File: src/rtl/reset_seq_pkg.sv
// rtl/reset_seq_pkg.sv - shared state encoding and default timing for the reset sequencer
// Contents:
//   seq_state_e          FSM state encoding (ASSERT, RELEASE, IDLE)
//   DEFAULT_*            default parameter values for reset_sequencer
//   idx_width()          width of a stage index, never less than one bit
package reset_seq_pkg;

  typedef enum logic [1:0] {
    ST_ASSERT  = 2'd0,
    ST_RELEASE = 2'd1,
    ST_IDLE    = 2'd2
  } seq_state_e;

  localparam int DEFAULT_NUM_STAGES  = 4;
  localparam int DEFAULT_HOLD_CYCLES = 8;
  localparam int DEFAULT_GAP_CYCLES  = 4;
  localparam int DEFAULT_CNT_W       = 8;

  function automatic int idx_width(input int n);
    return (n > 1) ? $clog2(n) : 1;
  endfunction

endpackage

File: src/rtl/reset_sync.sv
// rtl/reset_sync.sv - two-flop reset synchronizer, asynchronous assert and synchronous deassert
// Ports:
//   clk       rising-edge clock
//   reset     raw active-high reset, may change at any time
//   rst_sync  active-high reset, asserts immediately, deasserts on the second clk edge
module reset_sync (
  input  logic clk,
  input  logic reset,
  output logic rst_sync
);

  logic meta_q, meta_d;
  logic sync_q, sync_d;

  always_comb begin
    meta_d = 1'b0;
    sync_d = meta_q;
  end

  always_ff @(posedge clk or posedge reset) begin
    if (reset) begin
      meta_q <= 1'b1;
      sync_q <= 1'b1;
    end else begin
      meta_q <= meta_d;
      sync_q <= sync_d;
    end
  end

  assign rst_sync = sync_q;

endmodule

File: src/rtl/reset_sequencer.sv
// rtl/reset_sequencer.sv - staged release of per-bank active-low synchronous resets
// Ports:
//   clk            rising-edge clock
//   reset          asynchronous active-high reset (synchronized internally)
//   sw_rst_req     level request to rerun the reset sequence
//   sw_rst_ack     one-cycle pulse when a software-initiated sequence completes
//   stage_reset_n  per-bank active-low reset, bit k drives bank k
//   busy           high while any stage is held in reset
//   all_released   high when every stage is released
module reset_sequencer
  import reset_seq_pkg::*;
#(
  parameter int NUM_STAGES  = DEFAULT_NUM_STAGES,
  parameter int HOLD_CYCLES = DEFAULT_HOLD_CYCLES,
  parameter int GAP_CYCLES  = DEFAULT_GAP_CYCLES,
  parameter int CNT_W       = DEFAULT_CNT_W
) (
  input  logic                  clk,
  input  logic                  reset,
  input  logic                  sw_rst_req,
  output logic                  sw_rst_ack,
  output logic [NUM_STAGES-1:0] stage_reset_n,
  output logic                  busy,
  output logic                  all_released
);

  localparam int                    K_W       = idx_width(NUM_STAGES);
  localparam logic [CNT_W-1:0]      HOLD_LAST = CNT_W'(HOLD_CYCLES - 1);
  localparam logic [CNT_W-1:0]      GAP_LAST  = CNT_W'(GAP_CYCLES - 1);
  localparam logic [K_W-1:0]        K_LAST    = K_W'(NUM_STAGES - 1);
  localparam logic [NUM_STAGES-1:0] STAGE0    = NUM_STAGES'(1);

  logic rst_sync;

  reset_sync u_reset_sync (
    .clk      (clk),
    .reset    (reset),
    .rst_sync (rst_sync)
  );

  seq_state_e            state_q, state_d;
  logic [CNT_W-1:0]      cnt_q, cnt_d;
  logic [K_W-1:0]        k_q, k_d;
  logic [NUM_STAGES-1:0] stage_q, stage_d;
  logic                  busy_q, busy_d;
  logic                  all_q, all_d;
  logic                  ack_q, ack_d;
  logic                  sw_flag_q, sw_flag_d;
  logic                  rearm_q, rearm_d;
  logic                  complete;

  always_comb begin
    state_d   = state_q;
    cnt_d     = cnt_q;
    k_d       = k_q;
    stage_d   = stage_q;
    busy_d    = busy_q;
    all_d     = all_q;
    ack_d     = 1'b0;
    sw_flag_d = sw_flag_q;
    // A request must be seen low before it can trigger again, so a level
    // held past its ack never starts a second sequence.
    rearm_d   = rearm_q & sw_rst_req;
    complete  = 1'b0;

    case (state_q)
      ST_ASSERT: begin
        if (cnt_q == HOLD_LAST) begin
          stage_d = STAGE0;
          cnt_d   = '0;
          k_d     = K_W'(1);
          if (NUM_STAGES == 1) begin
            complete = 1'b1;
          end else begin
            state_d = ST_RELEASE;
          end
        end else begin
          cnt_d = cnt_q + 1'b1;
        end
      end

      ST_RELEASE: begin
        if (cnt_q == GAP_LAST) begin
          stage_d = stage_q | (STAGE0 << k_q);
          cnt_d   = '0;
          k_d     = k_q + 1'b1;
          if (k_q == K_LAST) begin
            complete = 1'b1;
          end
        end else begin
          cnt_d = cnt_q + 1'b1;
        end
      end

      ST_IDLE: begin
        // Requests arriving while a sequence runs are simply dropped; only
        // IDLE looks at sw_rst_req.
        if (sw_rst_req && !rearm_q) begin
          state_d   = ST_ASSERT;
          stage_d   = '0;
          busy_d    = 1'b1;
          all_d     = 1'b0;
          cnt_d     = '0;
          k_d       = '0;
          sw_flag_d = 1'b1;
          rearm_d   = 1'b1;
        end
      end

      default: begin
        state_d   = ST_ASSERT;
        stage_d   = '0;
        busy_d    = 1'b1;
        all_d     = 1'b0;
        cnt_d     = '0;
        k_d       = '0;
        sw_flag_d = 1'b0;
      end
    endcase

    // Completion is registered on the same edge as the last stage release.
    if (complete) begin
      state_d   = ST_IDLE;
      busy_d    = 1'b0;
      all_d     = 1'b1;
      ack_d     = sw_flag_q;
      sw_flag_d = 1'b0;
    end
  end

  always_ff @(posedge clk or posedge rst_sync) begin
    if (rst_sync) begin
      state_q   <= ST_ASSERT;
      cnt_q     <= '0;
      k_q       <= '0;
      stage_q   <= '0;
      busy_q    <= 1'b1;
      all_q     <= 1'b0;
      ack_q     <= 1'b0;
      sw_flag_q <= 1'b0;
      rearm_q   <= 1'b0;
    end else begin
      state_q   <= state_d;
      cnt_q     <= cnt_d;
      k_q       <= k_d;
      stage_q   <= stage_d;
      busy_q    <= busy_d;
      all_q     <= all_d;
      ack_q     <= ack_d;
      sw_flag_q <= sw_flag_d;
      rearm_q   <= rearm_d;
    end
  end

  assign stage_reset_n = stage_q;
  assign busy          = busy_q;
  assign all_released  = all_q;
  assign sw_rst_ack    = ack_q;

endmodule

File: config.mk
export PLATFORM = sky130hd
export DESIGN_NAME = reset_sequencer
export DESIGN_NICKNAME = d
export VERILOG_FILES = /design/src/rtl/reset_seq_pkg.sv /design/src/rtl/reset_sync.sv /design/src/rtl/reset_sequencer.sv
export SDC_FILE = /design/constraint.sdc
export NUM_CORES = 1
export LEC_CHECK = 0
export BUFFER_PORTS_ARGS = -buffer_cell sky130_fd_sc_hd__buf_2
export CAP_MARGIN = 40
export CORE_UTILIZATION = 52
export DETAILED_ROUTE_END_ITERATION = 10
export HOLD_SLACK_MARGIN = 0.02
export PLACE_DENSITY = 0.73
export RECOVER_POWER = 50
export SETUP_SLACK_MARGIN = 0.3
export SYNTH_ARGS = -nofsm -noshare
export SYNTH_HDL_FRONTEND = slang
export SYNTH_SLANG_ARGS = --single-unit
export TNS_END_PERCENT = 10
File: constraint.sdc
create_clock -name clk -period 0.8 [get_ports clk]
set_clock_uncertainty 0.2 [all_clocks]
set_input_delay 0 -clock clk [delete_from_list [all_inputs] [get_ports clk]]
set_output_delay 0 -clock clk [all_outputs]
set_load 0.005 [all_outputs]
Word level (Yosys, flattened, before mapping) --
Cells that the tools add are included.
Word-level totals: input port bits 3, output and inout bits 7, flip-flop bits (word level) 23, logic and storage cells 63
Cells by class: reduce and logical (&&, ||, !) cells 7, shifts and indexed selects 1, multiplexer cells 28, bitwise operators 2, $add $sub $neg 2, equality and inequality tests 12
Operators with widths (count):
- 2-to-1 mux 8 bit | 3
- case mux 8 bit (3 select lines) | 1
- 2-to-1 mux 4 bit | 3
- case mux 2 bit (3 select lines) | 2
- case mux 4 bit (3 select lines) | 1
- 2-to-1 mux 1 bit | 11
- adder 8 x 1 -> 8 bit, second input constant | 1
- equality test 8 x 2 -> 1 bit, second input constant | 1
- equality test 8 x 3 -> 1 bit, second input constant | 1
- 2-to-1 mux 2 bit | 4
- inequality test 2 bit, second input constant | 4
- inequality test 3 bit, second input constant | 2
- case mux 1 bit (2 select lines) | 3
- AND reduction 3 bit | 2
- equality test 2 bit, second input constant | 2
- bitwise OR 4 bit | 1
- << shifter 1 x 2 -> 4 bit, first input constant | 1
- adder 2 x 1 -> 2 bit, second input constant | 1
- equality test 2 x 1 -> 1 bit, second input constant | 1
- zero test 2 bit | 1
- inequality test 2 x 1 -> 1 bit, second input constant | 1
- AND reduction 2 bit | 1
- OR reduction 2 bit | 1
- AND 1 bit | 1
- 2 further kinds | 2

Logic depth before layout (Yosys ltp) --
Gate-level depths: netlist of run 1.
depth after elaboration 6, mapped depth 6, depth with buffers taken out 6

By module --
Synthesis of run 1 repeated with hierarchy kept, for this count alone.
Unflattened totals: cell total of the unflattened synthesis 117, area, all modules 1177.4 um2
Modules (own cells, without submodules):
- reset_sequencer | sequential area each 526.8 um2, cells an instance 113, times used 1, area each 1117.3 um2
- reset_sync | sequential area each 52.6 um2, cells an instance 4, times used 1, area each 60.1 um2

Least setup slack after synthesis of run 1 --
No wires, ideal clock.
path kind register to register, from register cnt_q[0], to register stage_q[1] (netlist: stage_reset_n[1]), slack -1094 ps, stages on the path, launching flop included 6, arrival 1573 ps, setup time 122 ps, data required time 478 ps, clock period less this slack 1894 ps, path buffers 0, cell sequence dfrtp_1 ha_1 nor2b_1 nand3_1 or3_1 a32o_1
On the way: cells in the longest elaborated chain, start to end 3, elaborated cells between the ends (all ways) 5, those cells by class 4 x eq/ne; 1 x reduce/logical
Ends and longest elaborated chain:
- start: declaration | line reset_sequencer.sv:42 | logic [CNT_W-1:0] cnt_q, cnt_d;
- start signal: assignment | line reset_sequencer.sv:144 | cnt_q <= cnt_d;
- equality test 8 x 2 -> 1 bit / equality test 8 x 3 -> 1 bit (equally long branches) | line reset_sequencer.sv:83, reset_sequencer.sv:68
- inequality test 2 bit (no line)
- AND reduction 3 bit (no line) *
- end signal: assignment | line reset_sequencer.sv:146 | stage_q <= stage_d;
- end: declaration | line reset_sequencer.sv:44 | logic [NUM_STAGES-1:0] stage_q, stage_d;
Every way passes the cells marked *; elsewhere a longest branch is shown, timed or not. A chain may end at the register's enable or synchronous reset.

Final worst setup path of run 1 --
from register cnt_q[3], to register k_q[0]
On the way: cells in the longest elaborated chain, start to end 3, elaborated cells between the ends (all ways) 5, those cells by class 4 x eq/ne; 1 x reduce/logical
Ends and longest elaborated chain:
- equality test 8 x 2 -> 1 bit / equality test 8 x 3 -> 1 bit (equally long branches) | line reset_sequencer.sv:83, reset_sequencer.sv:68
- inequality test 2 bit (no line)
- AND reduction 3 bit (no line) *
- end signal: assignment | line reset_sequencer.sv:145 | k_q <= k_d;
- end: declaration | line reset_sequencer.sv:43 | logic [K_W-1:0] k_q, k_d;
Marks and branches as above.

==> results of run 1 <==
-- registers in the layout (all words and copies together) (netlist names) --
| register | count |
|---|---|
| all_released | 1 |
| busy | 1 |
| cnt_q | 8 |
| k_q | 2 |
| rearm_q | 1 |
| stage_reset_n | 4 |
| state_q | 2 |
| sw_flag_q | 1 |
| sw_rst_ack | 1 |
| u_reset_sync.meta_q | 1 |
| u_reset_sync.rst_sync | 1 |
-- routing by layer --
metal	track usage, %	share of wire, %	up-vias
li1	-	-	522
met1	34.59	46	515
met2	44.67	50	16
met3	3.704	2.9	5
met4	10.48	1.2	0
met5	0	0	-
-- synthesized netlist by cell type (all sizes together) (2+ instances only) --
master / n / area (um2)
dfrtp: 20 / 500.5
inv: 12 / 45.04
a21oi: 10 / 50.05
nand2: 10 / 40.04
o21ai: 7 / 35.03
nand3: 6 / 30.03
ha: 5 / 62.56
nor2b: 5 / 31.28
clkbuf: 4 / 15.01
a22o: 3 / 26.28
dfstp: 3 / 78.83
nand2b: 3 / 18.77
nor2: 3 / 13.77
nor4: 3 / 48.80
a31oi: 2 / 12.51
a32o: 2 / 20.02
mux2: 2 / 22.52
xnor2: 2 / 17.52
-- power by group --
part	total [mW]	switching, mW	leakage, nW	internal (mW)
clock network	0.568	0.380	0.0177	0.188
logic	2.98	1.37	0.525	1.61
registers	1.84	0.315	0.285	1.53
total	5.39	2.07	0.827	3.33
-- placed cells by master, fill, tap and decap left out, types with 2 or more instances in the layout --
cell type,instances
a21oi_1,8
a21oi_2,2
a22o_1,3
a32o_1,2
buf_2,9
buf_4,38
clkbuf_4,3
dfrtp_1,18
dfrtp_2,2
dfstp_2,3
ha_1,4
inv_1,12
nand2_1,8
nand2_2,2
nand2b_1,3
nand3_1,6
nor2_1,2
nor2b_1,3
nor2b_4,2
nor4_4,2
o21ai_0,2
o21ai_1,5
xnor2_1,2
-- area by class of cell --
type,count,area [um2],area share [%]
Tap cell,28,35.03,2.123
Clock inverter,1,5.005,0.3033
Timing Repair Buffer,49,351.6,21.30
Sequential cell,23,581.8,35.25
Inverter,12,45.04,2.729
Multi-Input combinational cell,81,609.3,36.92
Clock buffer,3,22.52,1.365
-- critical path: stages (launching register included) --
cell and delay, ns:
dfrtp_2 0.46, or4_4 0.57, nor3_2 0.28, mux2_1 0.19, a21oi_1 0.06
-- through the flow --
step                      instance area [um2]  hold slack, ns  utilization [%]  TNS [ns]
after floorplan                          1214         -0.2885                -    -19.57
after global placement                   1554         -0.1810            70.93    -17.26
after detailed placement                 1554         -0.1741            70.93    -18.14
after CTS                                1643         -0.2961            74.99    -19.86
after global routing                     1650         -0.2837            75.33    -22.04
final                                    1650         -0.3047            75.33    -20.70
-- repair_timing --
action | in CTS | in global routing
pin swaps | 8 | 3
setup buffers | 4 | 0
setup endpoints to repair | 50 | 50
hold endpoints to repair | 3 | 1
resized for setup | 8 | 4
-- worst paths after layout --
check	startpoint	endpoint	slack, ns	depth (start not counted)
max	cnt_q[3]	k_q[0]	-1.05	4
min	sw_rst_req	rearm_q	-0.30	2
max reg2reg	cnt_q[3]	k_q[0]	-1.05	4
min reg2reg	u_reset_sync.rst_sync	cnt_q[5]	0.09	2
max in group asynchronous	u_reset_sync.rst_sync	busy	0.04	2
min in group asynchronous	reset	u_reset_sync.rst_sync	0.02	3
-- cells by family after synthesis --
logic type | after synthesis | share of synthesized area, %
xor+xnor | 3 | 2.188
simple gates | 38 | 20.00
flops | 23 | 48.23
other cells | 1 | 0.3122
fa+ha+maj | 5 | 5.208
compound gates | 32 | 17.19
buf+inv | 16 | 4.999
mux | 2 | 1.875
==> impl_metrics.ini, run 1 <==
[outcome]
outcome = finished, violations left
failed_checks = hold timing, setup timing

[global_route]
grtUsageTotal_pct = 26.75
antenna_found_initial = 0
first_global_vias = 1106
grt_max_degree = 22
grt-ovfl-total = 0
grt_first_pass_wirelength_um = 4940

[cells_and_area]
fin_cells = 197
drive_above_1_share_pct = 43.20
fillers = 153
n_antenna_cell = 0
area_growth_pct = 37.40
fin_nets = 178

[clocking]
cts_sinks = 23
clk_pin_slew_ns = 0.13
max-clock-path-buffers = 2
cts_made_buffers = 3
cts_tree = built
htreeDepth = 1
clk_root_buffer_cell = clkbuf_4
postCtsHoldBufs = 1
clkLatencyLatePin_ns = 0.32

[timing]
fin_crit_sh_pct = 231.3
max_freq_ghz = 0.5403
setup_ws_ns = -1.051
fin_hold_ws_ns = -0.3047
hold_viol = 1
post-route-min-period_ns = 1.851
drv_slew = 0
finalSetupViolCount = 28
rsz0062_at_grt = true

[worst_hold_path]
hp-class = in -> reg

[worst_setup_path]
arrival_ns = 1.88
crit_fanout = 3
crit_path_start_kind = flop
crit_required_ns = 0.83
critPathKind = reg -> reg
cp-end-kind = flop

[drt]
drt_wl_total_um = 2904
drt-pass1-iter-count = 4
ant_nets = 0
via_per_inst = 5.371
wl_per_cell_um = 14.74
drtIter0Drc = 28
drc = 0
dr_total_vias = 1058

[synthesis]
ys_seq_area_share_pct = 48.23
synth_edf_count = 0
netlist_area_mm2 = 0.001201
async_reset_ff_share_pct = 100.0
synth-warning-count = 0
synthCells = 120
yosysUniqueCellTypes = 40
ys_ff_latch = 23
synthFlopType = dfrtp_1
synth_nets = 128
synth.avg_cell_area_um2 = 10.01

[pwr]
power.total_mw = 5.394
leakage_nw = 0.8272
powerDensity_mw_per_mm2 = 3268
vdd_drop_max_uv = 2483

[floorplan]
die_w_um = 50.06
dieArea_mm2 = 0.002506
die_height_um = 50.06
core-area_mm2 = 0.002191
row_count = 17
start_util_pct = 54.83
boundaryPins = 10

[run]
drv_cap = 0

[placement]
gp_congestion = 0.9006
dp.final_hpwl_um = 1976
portBuffers = 9
dp_slack_ns = -1.051
dp_cells = 188
No activity file was read; power rests on OpenSTA's default activity.
==> run 2, diff against run 1 <==
--- a/config.mk
+++ b/config.mk
@@ -13,6 +13,7 @@
 export PLACE_DENSITY = 0.73
 export RECOVER_POWER = 50
 export SETUP_SLACK_MARGIN = 0.3
+export SKIP_CTS_REPAIR_TIMING = 1
 export SYNTH_ARGS = -nofsm -noshare
 export SYNTH_HDL_FRONTEND = slang
 export SYNTH_SLANG_ARGS = --single-unit
==> impl_metrics.ini, run 2 (synthesis results as in run 1) <==
[timing]
rsz0062_at_grt = true
max_freq_ghz = 0.5324
post-route-min-period_ns = 1.878
finalSetupViolCount = 28
setup_ws_ns = -1.078
drv_slew = 0
fin_crit_sh_pct = 234.8
fin_hold_ws_ns = -0.2878
hold_viol = 1

[placement]
portBuffers = 9
place_area_mm2 = 0.001554
dp.final_hpwl_um = 1976
gp_congestion = 0.9006
dp_cells = 188
dp_slack_ns = -1.051

[clocking]
cts_sinks = 23
cts_tree = built
clk_root_buffer_cell = clkbuf_4
max-clock-path-buffers = 2
htreeDepth = 1
cts_made_buffers = 3
clkLatencyLatePin_ns = 0.31
clk_pin_slew_ns = 0.14

[floorplan]
core-area_mm2 = 0.002191
start_util_pct = 54.83
row_count = 17
boundaryPins = 10
die_height_um = 50.06
die_w_um = 50.06
dieArea_mm2 = 0.002506

[worst_hold_path]
hp-class = in -> reg

[cells_and_area]
top_register = cnt_q
postLayoutCellArea_mm2 = 0.001652
final_common_cell = buf_4
drive_above_1_share_pct = 43.11
fin_nets = 176
final_cell_mix = buf_4 (35), dfrtp_1 (18), inv_1 (12)
area_growth_pct = 37.50
fillers = 145
n_antenna_cell = 0
fin_cells = 195
largest_register_ff_count = 8

[pwr]
power.total_mw = 5.425
intPower_mw = 3.315
p_clk_share_pct = 10.1
pwr-share-seq_pct = 33.9
swShare_pct = 38.89
leakage_nw = 0.8182
p_sw_mw = 2.110
powerDensity_mw_per_mm2 = 3285
power_frac_comb_pct = 56.0
vdd_drop_max_uv = 2571

[global_route]
grt_first_pass_wirelength_um = 4623
grt_max_degree = 22
grtUsageTotal_pct = 24.85
met1_usage_pct = 32.60
use_met3_pct = 4.321
grt-ovfl-total = 0
met2_usage_pct = 39.56
top_usage_layer = met2
antenna_found_initial = 0
first_global_vias = 1062

[outcome]
outcome = finished, violations left
failed_checks = hold timing, setup timing

[drt]
drc = 0
drtIter0Drc = 21
drt-pass1-iter-count = 4
dr_total_vias = 1051
drt_wl_total_um = 2887
via_per_inst = 5.390
wl_per_cell_um = 14.81
ant_nets = 0

[worst_setup_path]
crit_fanout = 4
crit_required_ns = 0.81
cp-end-kind = flop
critPathKind = reg -> reg
reg2reg_slack_ns = -1.08
crit_path_start_kind = flop
arrival_ns = 1.89

[run]
drv_cap = 0
[run 2: layout make-up]
class	instances	area (um2)	share of cell area (%)
tap	28	35.03	2.121
multi-input combinational	81	621.8	37.65
sequential	23	581.8	35.23
timing repair buffer	47	340.3	20.61
inverter	12	45.04	2.727
clock inverter	1	5.005	0.3030
clock buffer	3	22.52	1.364
[run 2: worst paths after layout]
kind	depth (start not counted)	start	to
max	4	cnt_q[3]	stage_reset_n[2]
min	2	sw_rst_req	rearm_q
max reg2reg	4	cnt_q[3]	stage_reset_n[2]
min reg2reg	2	u_reset_sync.rst_sync	cnt_q[7]
max in group asynchronous	2	u_reset_sync.rst_sync	busy
min in group asynchronous	3	reset	u_reset_sync.rst_sync
[run 2: critical path, stage by stage (launching register included)]
cell and delay [ns]:
dfrtp_2 0.46, nor4_4 0.37, nand3_1 0.14, or3_1 0.34, a32o_1 0.26
[run 2: metrics by stage]
stage | hold WS [ns] | TNS [ns] | utilization (%)
final | -0.2878 | -21.06 | 75.39
after global routing | -0.2775 | -22.40 | 75.39
after CTS | -0.5229 | -20.39 | 72.19
after detailed placement | -0.1741 | -18.14 | 70.93
after global placement | -0.1810 | -17.26 | 70.93
after floorplan | -0.2885 | -19.57 | -
[run 2: power by group through the flow]
stage                     clock, mW  sequential (mW)  combinational (mW)
after floorplan                   0             1.91                1.38
after global placement            0             1.84                2.54
after detailed placement          0             1.88                2.61
after CTS                     0.556             1.85                2.64
after global routing          0.593             1.88                3.31
final                         0.549             1.84                3.04
[run 2: per-layer routing]
layer	wire length, um	vias up
met1	1336	505
met5	0	-
met4	65	0
met3	91	8
li1	-	516
met2	1392	22
